[src/rtl/sram_boot_loader.sv]
// Boot loader: copies BOOT_WORDS words from the boot ROM into SRAM, then releases the CPU and
// passes its instruction bus through. Define SRAM_BOOT_LOADER_VERIFY_EN to add read-back verify.
module sram_boot_loader #(
   parameter int DATA_W      = 32,
   parameter int SRAM_ADDR_W = 15,
   parameter int ROM_ADDR_W  = 10,
   parameter int BOOT_WORDS  = 1024
) (
   input  logic                     clk_i,
   input  logic                     cke_i,
   input  logic                     rst_i,
   output logic                     rom_en_o,
   output logic [ROM_ADDR_W-1:0]    rom_addr_o,
   input  logic [DATA_W-1:0]        rom_rdata_i,
   output logic                     i_avalid_o,
   output logic [SRAM_ADDR_W-3:0]   i_addr_o,
   output logic [DATA_W-1:0]        i_wdata_o,
   output logic [DATA_W/8-1:0]      i_wstrb_o,
   input  logic [DATA_W-1:0]        i_rdata_i,
   input  logic                     i_rvalid_i,
   input  logic                     i_ready_i,
   input  logic                     cpu_i_avalid_i,
   input  logic [SRAM_ADDR_W-3:0]   cpu_i_addr_i,
   output logic [DATA_W-1:0]        cpu_i_rdata_o,
   output logic                     cpu_i_rvalid_o,
   output logic                     cpu_i_ready_o,
   output logic                     cpu_rst_o,
   output logic                     boot_done_o,
   output logic                     boot_err_o
);
   localparam int WA_W  = SRAM_ADDR_W - 2;
   localparam int CNT_W = $clog2(BOOT_WORDS + 1);
   localparam logic [CNT_W-1:0] LAST = CNT_W'(BOOT_WORDS - 1);

   typedef enum logic [2:0] {
      IDLE   = 3'd0,
      ROM_RD = 3'd1,
      WR     = 3'd2,
`ifdef SRAM_BOOT_LOADER_VERIFY_EN
      V_ROM  = 3'd3,
      V_REQ  = 3'd4,
      V_WAIT = 3'd5,
`endif
      DONE   = 3'd6
   } state_e;

   state_e           state_q, state_d;
   logic [CNT_W-1:0] cnt_q, cnt_d;
   logic             rom_en_q, rom_en_d;
   logic             cpu_rst_q, cpu_rst_d;
   logic             done_q, done_d;
   logic             err_d;
   logic             pass_en;

   // State register together with the counter and the registered outputs.
   always_ff @(posedge clk_i) begin
      // NOTE: sequential state uses non-blocking assignments so every register samples pre-edge values.
      if (rst_i) begin
         state_q   <= IDLE;
         cnt_q     <= '0;
         rom_en_q  <= 1'b0;
         cpu_rst_q <= 1'b1;
         done_q    <= 1'b0;
      end else if (cke_i) begin
         state_q   <= state_d;
         cnt_q     <= cnt_d;
         rom_en_q  <= rom_en_d;
         cpu_rst_q <= cpu_rst_d;
         done_q    <= done_d;
      end
   end

`ifdef SRAM_BOOT_LOADER_VERIFY_EN
   logic              err_q;
   logic              ref_ld_q;
   logic [DATA_W-1:0] ref_q;

   // The ROM word appears on the first V_REQ cycle and is held in ref_q across SRAM stalls.
   always_ff @(posedge clk_i) begin
      if (rst_i) begin
         err_q    <= 1'b0;
         ref_ld_q <= 1'b0;
         ref_q    <= '0;
      end else if (cke_i) begin
         err_q    <= err_d;
         ref_ld_q <= (state_q == V_ROM);
         if (state_q == V_REQ && ref_ld_q) ref_q <= rom_rdata_i;
      end
   end

   assign err_d      = err_q | ((state_q == V_WAIT) && i_rvalid_i && (i_rdata_i != ref_q));
   assign boot_err_o = err_q;
`else
   assign err_d      = 1'b0;
   assign boot_err_o = 1'b0;
`endif

   // Next-state logic.
   always_comb begin
      // NOTE: defaults first so no path through the case leaves a signal unassigned (no latches).
      state_d = state_q;
      cnt_d   = cnt_q;
      unique case (state_q)
         IDLE:   state_d = ROM_RD;
         ROM_RD: state_d = WR;
         WR: begin
            if (i_ready_i) begin
               if (cnt_q == LAST) begin
                  cnt_d = '0;
`ifdef SRAM_BOOT_LOADER_VERIFY_EN
                  state_d = V_ROM;
`else
                  state_d = DONE;
`endif
               end else begin
                  cnt_d   = cnt_q + CNT_W'(1);
                  state_d = ROM_RD;
               end
            end
         end
`ifdef SRAM_BOOT_LOADER_VERIFY_EN
         V_ROM: state_d = V_REQ;
         V_REQ: if (i_ready_i) state_d = V_WAIT;
         V_WAIT: begin
            if (i_rvalid_i) begin
               if (cnt_q == LAST) begin
                  cnt_d   = '0;
                  state_d = DONE;
               end else begin
                  cnt_d   = cnt_q + CNT_W'(1);
                  state_d = V_ROM;
               end
            end
         end
`endif
         DONE:    state_d = DONE;
         default: state_d = IDLE;
      endcase
   end

   // Registered outputs change in the same edge that enters their state.
`ifdef SRAM_BOOT_LOADER_VERIFY_EN
   assign rom_en_d = (state_d == ROM_RD) || (state_d == V_ROM);
`else
   assign rom_en_d = (state_d == ROM_RD);
`endif
   assign cpu_rst_d = !((state_d == DONE) && !err_d);
   assign done_d    = (state_d == DONE);

   assign rom_en_o    = rom_en_q;
   assign cpu_rst_o   = cpu_rst_q;
   assign boot_done_o = done_q;
   assign rom_addr_o  = ROM_ADDR_W'(cnt_q);
   assign pass_en     = (state_q == DONE) && !boot_err_o;

   // Output logic: boot-mode SRAM drive, or CPU pass-through once booted cleanly.
   always_comb begin
      i_avalid_o     = 1'b0;
      i_addr_o       = WA_W'(cnt_q);
      i_wdata_o      = '0;
      i_wstrb_o      = '0;
      cpu_i_rdata_o  = '0;
      cpu_i_rvalid_o = 1'b0;
      cpu_i_ready_o  = 1'b0;
      if (pass_en) begin
         i_avalid_o     = cpu_i_avalid_i;
         i_addr_o       = cpu_i_addr_i;
         cpu_i_rdata_o  = i_rdata_i;
         cpu_i_rvalid_o = i_rvalid_i;
         cpu_i_ready_o  = i_ready_i;
      end else if (state_q == WR) begin
         i_avalid_o = 1'b1;
         i_wdata_o  = rom_rdata_i;
         i_wstrb_o  = '1;
      end
`ifdef SRAM_BOOT_LOADER_VERIFY_EN
      else if (state_q == V_REQ) begin
         i_avalid_o = 1'b1;
      end
`endif
   end
endmodule

[config.mk]
export PLATFORM = sky130hd
export DESIGN_NAME = sram_boot_loader
export DESIGN_NICKNAME = d
export VERILOG_FILES = /design/src/rtl/sram_boot_loader.sv
export SDC_FILE = /design/constraint.sdc
export NUM_CORES = 1
export LEC_CHECK = 0
export ABC_AREA = 1
export CAP_MARGIN = 20
export CORE_MARGIN = 2
export CORE_UTILIZATION = 31
export CTS_CLUSTER_DIAMETER = 80
export DETAILED_ROUTE_END_ITERATION = 6
export PLACE_DENSITY = 0.87
export SETUP_SLACK_MARGIN = 0.02
export SLEW_MARGIN = 20
export SYNTH_ARGS = -nofsm -noshare
export SYNTH_HDL_FRONTEND = slang
export SYNTH_SLANG_ARGS = --single-unit
[constraint.sdc]
create_clock -name clk_i -period 3 [get_ports clk_i]
set_input_delay 0.3 -clock clk_i [delete_from_list [all_inputs] [get_ports clk_i]]
set_output_delay 0.3 -clock clk_i [all_outputs]
set_load 0.005 [all_outputs]
Word level (Yosys, flattened, before mapping)
Index checks and enable logic that the tools add are counted.
W data, S select, Z words.
{"block": "classes", "reduce_logical": 3, "n_eq_ne": 6, "mux": 14, "n_addsub": 1}
{"operator": "$mux W32", "count": 3}
{"operator": "$mux W13", "count": 1}
{"operator": "$pmux W3 S4", "count": 1}
{"operator": "$add A11 B1 Y11 const B", "count": 1}
{"operator": "$eq A11 B10 Y1 const B", "count": 1}
{"operator": "$mux W11", "count": 1}
{"operator": "$mux W4", "count": 2}
{"operator": "$eq A3 B1 Y1 const B", "count": 2}
{"operator": "$eq A3 B3 Y1 const B", "count": 2}
{"operator": "$mux W3", "count": 2}
{"operator": "$mux W1", "count": 4}
{"operator": "$eq A3 B2 Y1 const B", "count": 1}
{"operator": "$logic_not A3 Y1", "count": 1}
{"operator": "$reduce_and A3 Y1", "count": 1}
{"operator": "$logic_not A1 Y1", "count": 1}
{"block": "word_totals", "output_inout_bits": 98, "regBits": 17, "wordCells": 29, "inputBits": 83}

Longest topological paths before layout
{"block": "depth", "ltp_word": 6, "depth_mapped": 9, "ltp_nobuf": 9}

Worst setup path after synthesis
Ideal clock, no wire load.
{"block": "synth_timing", "path_type": "register -> output", "startpoint": "register state_q[1]", "endpoint": "output i_addr_o[6]", "arrival_ns": 1.154, "required_ns": 2.700, "path_buffers": 1, "path_stages_with_launch": 6, "slack_ns": 1.546, "cell_sequence": "dfxtp_1 > nand2_4 > inv_2 > nand2_2 > buf_6 > mux2_4"}
{"block": "synth_between", "elab_chain_cells": 2}
{"element": "from (decl)", "line": "47", "source": "state_e state_q, state_d;"}
{"element": "from (signal assigned)", "line": "65", "source": "state_q <= state_d;"}
{"element": "$eq A3 B3 Y1", "line": "154", "source": "assign pass_en = (state_q == DONE) && !boot_err_o;"}
{"element": "$mux W13", "line": "165", "source": "if (pass_en) begin"}
{"element": "to (decl)", "line": "16", "source": "output logic [SRAM_ADDR_W-3:0] i_addr_o,"}
No other way between the ends.

Worst setup path after layout
{"block": "layout_timing", "startpoint": "register state_q[1]", "endpoint": "output cpu_i_rdata_o[8]"}
{"block": "layout_between", "elab_chain_cells": 2}
{"element": "$eq A3 B3 Y1", "line": "154"}
{"element": "$mux W32", "line": "165"}
{"element": "to (decl)", "line": "24", "source": "output logic [DATA_W-1:0] cpu_i_rdata_o,"}
No other way between the ends.

==> metrics.md <==
| Metric | Value |
|---|---|
| Row count | `26` |
| Max_cap viols | `0` |
| Initial antenna violation count | `0` |
| Clk root buf | `clkbuf_8` |
| Post-CTS Setup Bufs | `0` |
| # hold bufs at CTS | `0` |
| Worst Slack Setup Final | `between 0.2 and 0.3 ns` |
| CTS tree | `done` |
| Die Height | `just under 80 µm` |
| Flop pwr share | `37.0%` |
| Max Fclk | `between 300 and 400 MHz` |
| DR WL/cell | `12.10 µm` |
| CP Class | `reg -> out` |
| Crit-path max FO | `between 40 and 50` |
| Mapped Nets | `just under 400` |
| Clock tree buffer depth | `2` |
| Final wirelength | `between 6000 and 7000 µm` |
| Combinational share of power | `36.4%` |
| Total internal power | `approximately 480 µW` |
| Filler cells | `456` |
| Sink Count | `17` |
| NetSw | `161.0 µW` |
| Clock slew at reported path FFs | `~0.06 ns` |
| Worst Hold Path EP | `cnt_q[10]` |
| Vias per cell | `4.120` |
| Largest net degree at the start of global routing | `44` |
| Routability Congestion | `0.8824` |
| Post-route minimum period | `2.748 ns` |
| Worst slew pin tran | `0.7885 ns` |
| P_leak | `0.001618 µW` |
| Final Net Count | `547` |
| Boundary pin count | `181` |
| H-tree depth | `1` |
| Remaining global-route overflow | `0` |
| Die X | `just under 80 µm` |
| Post-DP HPWL | `5439 µm` |
| ANT nets after route | `0` |
| Slowest CP cell | `dfxtp_1` |
| Die area | `between 6000 and 7000 µm²` |
| Peak supply drop | `259.2 µV` |
| Pwr per Cell Area | `184.9 nW/µm²` |
| Num CTS Buffers | `3` |
| Area after DPL | `3417 µm²` |
| Clk Latency, worst-skew pair | `about 0.25 ns` |
| First-pass GRT wire length | `10080 µm` |
| Final instance area | `3462 µm²` |
| Data arrival, critical path | `around 2.5 ns` |
| GRT Util Overall | `between 20% and 30%` |
| Critical-path cell list | `nand2_4 -> inv_2 -> nand2_2 -> buf_4 -> nor2_1 -> clkdlybuf4s50_1` |
| Post-synthesis sequential area ratio | `approximately 20%` |
| Synthesized area per cell | `between 5 and 6 µm²` |
| Hold Fails Final Rpt | `0` |
| Final period utilization | `91.59%` |
| Buffers added on ports | `179` |
| Inserted Diodes | `0` |
| WHS Path Cells | `2` |
| Max incr delay on CP | `0.55 ns` |
| Layout cells sized above 1 | `6.494%` |
| RR Endpoint | `state_q[1]` |
| HP Start | `cnt_q[10]` |
| Area grow syn2layout | `105.4%` |
| Design Power | `640.1 µW` |
| CTS resizes | `0` |
| Core footprint | `~5200 µm²` |
| Netlist cell types | `32` |
| Area of the mapped netlist | `around 1700 µm²` |
| Final Setup Violations | `0` |
| Status | `finished clean` |
| Clock Power Share | `26.6%` |
| Hold Crit Class | `reg -> reg` |
| Drt first pass iters | `4` |
| Slew Limit Fails | `0` |
| Vias in the first global route | `2059` |
| Sw Share | `25.15%` |
| Setup WS pre-CTS | `0.5145 ns` |
| Worst setup SP type | `register` |
| RSZ-0062 raised after global routing | `no` |
| DRC | `0` |
| Syn Inst Count | `301` |
| Setup TNS | `0 ns` |
| RR Startpoint | `state_q[0]` |
| Crit path from | `state_q[1]` |
| Worst hold margin | `0.4781 ns` |
| Final clock skew | `between 0.005 and 0.006 ns` |
| Reg2reg path depth | `7` |
| Rel. slew slack | `47.25%` |
| Critical Path End Type | `output port` |
| Initial core utilization | `32.58%` |
| Vias | `2192` |
| Initial DRC count | `73` |
| Worst reg-to-reg setup slack | `around 1.3 ns` |
| Synth warn | `0` |
| Required time of the critical path | `2.70 ns` |
| FF+latch count, synth | `17` |
-- flip-flops by register name, indices dropped and copies added (netlist names) --
register and count:
cnt_q 11, rom_en_o 1, state_q 3, cpu_rst_o 1, boot_done_o 1
-- cells by family (layout without fill, tap and decap cells) --
logic type	after synthesis	count (layout)	synth area share, %
buf+inv	112	273	29.25
mux	2	2	1.559
flops	17	17	20.19
compound gates	24	24	9.206
simple gates	143	143	38.31
xor+xnor	1	1	0.5198
fa+ha+maj	1	1	0.7423
other cells	1	1	0.2225
-- cells in the mapped netlist --
| cell type | n | area [µm²] |
|---|---|---|
| clkbuf_1 | 3 | 11.26 |
| nand3_2 | 1 | 10.01 |
| nand3_1 | 7 | 35.03 |
| buf_4 | 14 | 105.1 |
| o21ai_0 | 1 | 5.000 |
| nor2_2 | 2 | 12.51 |
| nand2_4 | 2 | 22.52 |
| a211oi_1 | 1 | 7.510 |
| nor2_1 | 91 | 341.6 |
| xnor2_1 | 1 | 8.760 |
| nor2_4 | 4 | 45.04 |
| dfxtp_1 | 17 | 340.3 |
| mux2_4 | 1 | 15.01 |
| buf_6 | 2 | 22.52 |
| o21ai_1 | 2 | 10.01 |
| inv_1 | 84 | 315.3 |
| nor3_1 | 3 | 15.01 |
| a21oi_1 | 14 | 70.07 |
| o21ai_4 | 1 | 16.27 |
| conb_1 | 1 | 3.750 |
| nor3_4 | 1 | 16.27 |
| nand4_1 | 2 | 12.51 |
| ha_1 | 1 | 12.51 |
| nand2_1 | 27 | 101.4 |
| nand4_4 | 1 | 21.27 |
| buf_2 | 4 | 20.02 |
| a21oi_2 | 4 | 35.03 |
| mux2_2 | 1 | 11.26 |
| nand2_2 | 2 | 12.51 |
| inv_2 | 4 | 15.01 |
| buf_1 | 1 | 3.750 |
| o21bai_2 | 1 | 11.26 |
-- cells in the final DEF, fill, tap and decap left out, types with 4 or more instances in the layout --
| cell type | instances |
|---|---|
| a21oi_1 | 14 |
| a21oi_2 | 4 |
| clkdlybuf4s50_1 | 179 |
| dfxtp_1 | 17 |
| inv_1 | 84 |
| inv_2 | 4 |
| nand2_1 | 27 |
| nand3_1 | 7 |
| nor2_1 | 91 |
| nor2_4 | 4 |
-- how the worst max path moves through the flow --
stage	slack (ns)	cells after the start	endpoint
after floorplan	1.55	5	i_addr_o[6]
after global placement	0.63	6	cpu_i_rdata_o[8]
after detailed placement	0.51	6	cpu_i_rdata_o[8]
after CTS	0.24	6	cpu_i_rdata_o[8]
after global routing	0.07	6	cpu_i_rdata_o[8]
final	0.25	6	cpu_i_rdata_o[8]
-- power by group through the flow --
stage	clock network (µW)	registers [µW]	logic (µW)
after global placement	0	241	230
after detailed placement	0	242	233
after CTS	174	237	234
after floorplan	0	241	69.6
final	170	237	233
after global routing	185	237	255
-- worst max-delay path: cells and delay by family, from the launching register on --
kind                   cells  cell delay, ns
and+or+nand+nor            3            0.65
DFF                        1            0.55
buffers and inverters      3            0.97
-- layout make-up --
cell class	instances	area (µm²)	area share, %
Timing Repair Buffer	181	1807	52.19
Multi-Input combinational cell	172	852.1	24.61
Sequential cell	17	340.3	9.830
Inverter	88	330.3	9.541
Tap cell	70	87.58	2.530
Clock buffer	4	45.04	1.301
-- per-stage QoR --
stage | instances | utilization (%)
after floorplan | 301 | -
after global placement | 528 | 66.06
after detailed placement | 528 | 66.06
after CTS | 532 | 66.93
after global routing | 532 | 66.93
final | 532 | 66.93
-- per-layer routing --
layer  share of wire (%)  vias to the layer above  GRT usage (%)
met4                0.16                        0          1.250
met5                   0                        -              0
met1                  40                      936          23.46
met3                 7.2                        2          4.419
met2                  53                       96          40.09
li1                    -                     1158              -
(Power assumes the default switching activity.)
